--- config.mk ---
export PLATFORM = sky130hd
export DESIGN_NAME = ula_arbiter
export DESIGN_NICKNAME = d
export VERILOG_FILES = /design/src/rtl/ula_arbiter.sv
export SDC_FILE = /design/constraint.sdc
export NUM_CORES = 1
export LEC_CHECK = 0
export ABC_AREA = 1
export BUFFER_PORTS_ARGS = -buffer_cell sky130_fd_sc_hd__buf_4
export CAP_MARGIN = 20
export CORE_UTILIZATION = 30
export CTS_BUF_LIST = sky130_fd_sc_hd__clkbuf_4
export DETAILED_ROUTE_END_ITERATION = 8
export GPL_TIMING_DRIVEN = 0
export PLACE_DENSITY = 0.56
export SETUP_SLACK_MARGIN = 0.2
export SYNTH_ARGS = -nofsm -noshare
export SYNTH_HDL_FRONTEND = slang
export SYNTH_SLANG_ARGS = --single-unit
--- constraint.sdc ---
create_clock -name clk -period 2.2 [get_ports clk]
set_input_delay 0.44 -clock clk [delete_from_list [all_inputs] [get_ports clk]]
set_output_delay 0.44 -clock clk [all_outputs]
set_load 0.005 [all_outputs]
--- src/rtl/ula_arbiter.sv ---
// Round-robin arbiter sharing one 8-bit ULA between the main datapath (requester 0)
// and the branch/compare unit (requester 1); the result is held until its owner accepts it.

module ula_core #(
  parameter int WIDTH = 8,
  parameter int OPW   = 3
) (
  input  logic [WIDTH-1:0] a,
  input  logic [WIDTH-1:0] b,
  input  logic [OPW-1:0]   op,
  output logic [WIDTH-1:0] y
);
  always_comb begin
    y = '0;
    case (op)
      3'b000:  y = a + b;
      3'b001:  y = a + ~b + WIDTH'(1);
      3'b010:  y = a & b;
      3'b011:  y = a | b;
      3'b100:  y = a ^ b;
      3'b101:  y = (a < b) ? WIDTH'(1) : '0;
      default: y = '1;
    endcase
  end
endmodule

module ula_arbiter #(
  parameter int WIDTH = 8,
  parameter int OPW   = 3
) (
  input  logic             clk,
  input  logic             rst_n,
  input  logic [1:0]       ReqValid,
  output logic [1:0]       ReqReady,
  input  logic [WIDTH-1:0] ReqA0,
  input  logic [WIDTH-1:0] ReqB0,
  input  logic [WIDTH-1:0] ReqA1,
  input  logic [WIDTH-1:0] ReqB1,
  input  logic [OPW-1:0]   ReqOp0,
  input  logic [OPW-1:0]   ReqOp1,
  output logic [1:0]       RespValid,
  input  logic [1:0]       RespReady,
  output logic [WIDTH-1:0] Result,
  output logic             Z,
  output logic             Busy,
  output logic [1:0]       dbg_state
);
  localparam logic [1:0] S_IDLE = 2'd0;
  localparam logic [1:0] S_EXEC = 2'd1;
  localparam logic [1:0] S_RESP = 2'd2;

  logic [1:0]       state;
  logic             last_grant;
  logic             owner;
  logic             win;
  logic             fire;
  logic [WIDTH-1:0] a_q, b_q;
  logic [OPW-1:0]   op_q;
  logic [WIDTH-1:0] ula_y;

  // Handshake: a request transfers on the edge where ReqValid[i] && ReqReady[i];
  // a response transfers on the edge where RespValid[i] && RespReady[i].
  // The requester that was not granted last wins a tie.
  always_comb begin
    win = 1'b0;
    if (ReqValid == 2'b11) win = ~last_grant;
    else                   win = ReqValid[1];
  end

  always_comb begin
    ReqReady = 2'b00;
    if (rst_n && state == S_IDLE && ReqValid[win]) begin
      ReqReady = win ? 2'b10 : 2'b01;
    end
  end

  assign fire      = |(ReqValid & ReqReady);
  assign Busy      = (state != S_IDLE);
  assign dbg_state = state;

  ula_core #(.WIDTH(WIDTH), .OPW(OPW)) u_ula (
    .a  (a_q),
    .b  (b_q),
    .op (op_q),
    .y  (ula_y)
  );

  always_ff @(posedge clk or negedge rst_n) begin
    if (!rst_n) begin
      state      <= S_IDLE;
      last_grant <= 1'b1;
      owner      <= 1'b0;
      a_q        <= '0;
      b_q        <= '0;
      op_q       <= '0;
      Result     <= '0;
      Z          <= 1'b0;
      RespValid  <= 2'b00;
    end else begin
      case (state)
        S_IDLE: begin
          if (fire) begin
            a_q        <= win ? ReqA1  : ReqA0;
            b_q        <= win ? ReqB1  : ReqB0;
            op_q       <= win ? ReqOp1 : ReqOp0;
            owner      <= win;
            last_grant <= win;
            state      <= S_EXEC;
          end
        end
        S_EXEC: begin
          Result    <= ula_y;
          Z         <= (ula_y == '0);
          RespValid <= owner ? 2'b10 : 2'b01;
          state     <= S_RESP;
        end
        S_RESP: begin
          // Only the owner's acknowledge retires the result.
          if (RespReady[owner]) begin
            RespValid <= 2'b00;
            state     <= S_IDLE;
          end
        end
        default: state <= S_IDLE;
      endcase
    end
  end
endmodule

---- Yosys cells after proc, flatten, opt, wreduce, memory -nomap -nowiden ----
Index checks and enable logic that the tools add are counted.
word-level totals
  register bits ........................... 34
  latch bits .............................. 0
  bits in writable memories ............... 0
  ROM bits ................................ 0
  bits of input ports ..................... 44
  output and inout bits ................... 16
  logic and storage cells ................. 59
  memories ................................ 0
cells by class
  add/subtract/negate cells ............... 3
  $mul .................................... 0
  div/mod/pow operators ................... 0
  magnitude comparators ................... 3
  equality and inequality tests ........... 10
  shift operators ......................... 0
  muxes and demuxes ....................... 17
  bitwise gates (word level) .............. 6
  reduce and logical (&&, ||, !) cells .... 11
operators with widths
  kind                   count
  $pmux W8 S6            1
  $add A8 B8 Y8          2
  $mux W8                2
  $mux W2                5
  $add A8 B1 Y8 const B  1
  $and A8 B8 Y8          1
  $logic_not A8 Y1       1
  $lt A8 B8 Y1           1
  $not A8 Y8             1
  $or A8 B8 Y8           1
  $xor A8 B8 Y8          1
  $eq A3 B2 Y1 const B   2
  $eq A3 B3 Y1 const B   2
  $mux W1                6
  $pmux W2 S3            1
  $reduce_and A2 Y1      3
  $eq A2 B2 Y1 const B   2
  $lt A1 B2 Y1 const B   2
  $ne A2 B2 Y1 const B   2
  $pmux W2 S2            1
  $reduce_bool A2 Y1     2
  $eq A3 B1 Y1 const B   1
  $logic_not A3 Y1       1
  $mux W3                1
  6 further kinds        7

---- Longest topological paths before layout ----
  depth in word-level cells ............... 10
  depth in mapped cells ................... 15

---- Cells and area by module ----
From an unflattened synthesis, not the netlist that was laid out.
unflattened totals
  cell total of the unflattened synthesis .. 433
  area total of the unflattened synthesis .. 2925.3 um^2
by module, submodules not included
  module       times used  cells each  area an instance (um^2)  seq. area each (um^2)
  ula_arbiter  1           225         1687.9                   852.1
  ula_core     1           208         1237.4                   0.0

---- Least setup slack after synthesis ----
Ideal clock, no wire load.
  kind .................................... register -> register
  from .................................... reg a_q[0]
  to ...................................... reg Z
  arrival time ............................ 1.727 ns
  data required time ...................... 2.135 ns
  setup slack ............................. 0.407 ns
  stages on the path, launching flop included .. 15
  period minus slack after synthesis ...... 1.793 ns
  path through ............................ dfrtp_1 inv_1 ha_1 fa_1 inv_1 nand2_1 nand2_1 nand3_1 nand3_1 nand3_1 nor2_1 nand2_1 nor2_1 nand2_1 nand2_1
between the ends
  word-level cells in the longest chain between the ends .. 4
  elaborated cells on any way between the ends .. 10
  classes of those cells .................. add/sub: 3; order compare: 1; mux: 2; bitwise: 3; reduce/logical: 1
ends and longest elaborated chain
  what                                                  RTL line  source
  start: declaration                                    57        logic [WIDTH-1:0] a_q, b_q;
  start signal: assignment                              103       a_q <= win ? ReqA1 : ReqA0;
  $add A8 B8 Y8 / $lt A8 B8 Y1 (equally long branches)  17, 21
  $add A8 B1 Y8 / $mux W1 (equally long branches)       17, 21
  $pmux W8 S6 (*)                                       15        case (op)
  $logic_not A8 Y1 (*)                                  113       Z <= (ula_y == '0);
  end signal: assignment                                113
  end: declaration                                      44        output logic Z,
Mark *: on every way between the ends. The rest lies on a longest branch, timed or not.
A chain may end at the register's enable or synchronous reset.

---- Final worst setup path ----
  from .................................... reg b_q[0]
  to ...................................... reg Z
between the ends
  word-level cells in the longest chain between the ends .. 5
  elaborated cells on any way between the ends .. 11
  classes of those cells .................. add/sub: 3; order compare: 1; mux: 2; bitwise: 4; reduce/logical: 1
ends and longest elaborated chain
  what                      RTL line  source
  start: declaration        57
  start signal: assignment  104       b_q <= win ? ReqB1 : ReqB0;
  $not A8 Y8                17        3'b001: y = a + ~b + WIDTH'(1);
  $add A8 B8 Y8             17
  $add A8 B1 Y8             17
  $pmux W8 S6 (*)           15
  $logic_not A8 Y1 (*)      113
Marks and branches as above.

==> flow_metrics.tcl <==
set metrics [dict create \
    yosys.area.top_type_share_pct 30.91 \
    rr_startpoint "b_q[0]" \
    vias 2675 \
    cts_sinks 34 \
    drt_iter0_drc 142 \
    grt_pass1_vias 2461 \
    cts-root-buf "clkbuf_4" \
    firstDrtPassIters 4 \
    place_ws_ps -170.1 \
    antenna_found_initial 0 \
    setup_ws_ps 212.2 \
    startpoint_type "register" \
    worstPathArrival_ps 2290 \
    drc_errors 0 \
    crit_end "Z" \
    fin_crit_ps 1988 \
    cp_max_fo 4 \
    setup_viol 0 \
    final_util_pct 41.15 \
    critPathLaunch "b_q[0]" \
    worstMarginPinSlew_ps 551.1 \
    end_kind "register" \
    synth_nets 458 \
    syn-cell-area_um2 2671 \
    p_leak_uw 0.001827 \
    path_class "reg -> reg" \
    cts_tree "yes" \
    die_x_um 96.36 \
    yosysSeqAreaShare_pct 31.90 \
    ys_ff_latch 34 \
    ff2ff_path_depth 13 \
    status "finished, final reports clean" \
    wire_per_inst_um 13.35 \
    areaGrowthSynthToFinish_pct 33.68 \
    drv_cap 0 \
    avgSynthCellArea_um2 6.903 \
    hold_class "in -> async" \
    synthFlopType "dfrtp_1" \
    fmax_mhz 503.1 \
    synthTopCellsByCount "nand2_1, inv_1, nand3_1" \
    layout.cells.non_filler 575 \
    hold_violations 0 \
    ys_types 28 \
    grt_pass1_wl_um 12210 \
    final_nets 537 \
    core_area_um2 8678 \
    grt_overflow 0 \
    holdWs_ps 19.69 \
    drtAntennaViolNets 0 \
    rows 34 \
    cts_buffers 5 \
    die_area_um2 9285 \
    clock_latency_ps 350 \
    worstReg2RegEnd "Z" \
    htreeDepth 2 \
    min_period_over_period_pct 90.35 \
    tns_ps 0 \
    rsz0062_at_grt "true" \
    yosysMostFrequentCell "nand2_1" \
    dpl.hpwl_um 5935 \
    synthCells 387 \
    synth-async-reset-ratio_pct 100.0 \
    routabilityCongestion 0.8774 \
    critPathRequiredTime_ps 2500 \
    io_buffers 59 \
    slew_viol_final 0 \
    skew_ps 9.569 \
    ioPinCount 60 \
    synth-edff-count 0 \
    drive_gt1_share_pct 27.19 \
    clkTransAtPathRegs_ps 130 \
    clock_path_buffers 2 \
    grt_start_max_net_pins 34 \
    power_density_nw_per_um2 1579 \
    ir_drop_uv 511.8 \
    antenna_cells 0 \
    yosys_warnings 0 \
    track_usage_pct 17.60 \
    slew_headroom_pct 63.26 \
    r2r_slack_ps 210 \
    finalWirelength_um 7677 \
    fp.dieH_um 96.36 \
    via_per_inst 4.652 \
    dp.cells 554 \
    synth_top_cell_by_area "dfrtp_1" \
    synthTopCellsByArea "dfrtp_1, nand2_1, ha_1, inv_1, nand3_1" \
    start_util_pct 30.78 \
]
[flip-flops by register name, summed over array words and instances, names as in the netlist]
register / flops
RespValid: 2
Result: 8
Z: 1
a_q: 8
b_q: 8
dbg_state: 2
last_grant: 1
op_q: 3
owner: 1
[repair_timing]
item / in CTS / in global routing
setup buffers: 8 / 4
pin swaps: 5 / 7
resized for setup: 20 / 19
endpoints found under the setup margin: 4 / 6
endpoints found under the hold margin: 33 / 0
hold buffers: 1 / 0
[critical path, stage by stage, from the launching register on]
cell     delay (ps)
dfrtp_1         450
ha_4            190
fa_2            400
inv_1            90
nand2_2          80
nand2_4          90
nand3_1          70
nand3_1         110
nand3_2         100
nor2_1          110
nand2_1          50
nor2_1           90
nand2_1          60
nand2_1          50
[worst min-delay path by stage]
| stage | startpoint | endpoint | slack, ps |
|---|---|---|---|
| finish | rst_n | Result[7] | 20 |
| global placement | rst_n | Result[7] | 410 |
| detailed placement | rst_n | Result[7] | 420 |
| global route | rst_n | last_grant | 0.5 |
| CTS | rst_n | last_grant | 10 |
| floorplan | rst_n | RespValid[0] | 140 |
[stage by stage]
stage | area (um2) | total power (uW)
after floorplan | 2671 | 3620
after global placement | 3249 | 4664
after detailed placement | 3249 | 4683
after CTS | 3493 | 5478
after global routing | 3571 | 6225
final | 3571 | 5640
[cell families (layout without fill, tap and decap cells)]
group / Yosys count / in the layout / synth area share (%)
compound gates: 41 / 41 / 9.883
fa+ha+maj: 27 / 27 / 13.21
buf+inv: 66 / 146 / 9.789
flops: 34 / 34 / 31.90
simple gates: 219 / 219 / 35.22
[cell type report]
class | count | area [um2]
Multi-Input combinational cell | 287 | 1638
Fill cell | 956 | 5107
Buffer | 10 | 66.31
Tap cell | 108 | 135.1
Inverter | 56 | 210.2
Clock inverter | 3 | 68.82
Timing Repair Buffer | 72 | 560.5
Sequential cell | 34 | 854.6
Clock buffer | 5 | 37.54
[power breakdown]
part	leakage, uW	internal, uW	switching [uW]
Combinational	0.00135	1490	2360
Sequential	0.000419	934	254
Clock	0.0000554	355	243
Total	0.00183	2780	2860
[metal layers]
layer	wire, um	vias up	share of wire [%]	track usage [%]
met5	0	-	0	0
met4	104	0	1.4	4.902
met3	204	9	2.7	2.133
met2	3697	57	48	28.96
met1	3671	1217	48	24.19
li1	-	1392	-	-
[cells in the final DEF, fill, tap and decap left out, types with 2 or more instances in the layout]
master,Yosys,routed
nand3_2,3,5
o21ai_1,2,2
clkbuf_4,0,6
fa_2,0,2
o211ai_1,19,19
nand3_1,41,39
o21ai_0,6,6
nor2_4,1,3
inv_1,55,46
o22ai_1,4,4
buf_6,1,5
buf_2,5,2
ha_2,0,4
buf_4,0,69
ha_1,25,20
nor2_2,3,2
nand2_2,4,6
nor2_1,31,30
nand2_1,129,125
nand2_4,0,2
a21oi_1,7,6
nand4_1,3,3
inv_2,1,10
dfrtp_1,33,31
bufinv_16,0,2
clkbuf_1,4,4
dfrtp_2,0,2
nand3b_1,2,2
Note: power is estimated with default switching activity, not from simulation.
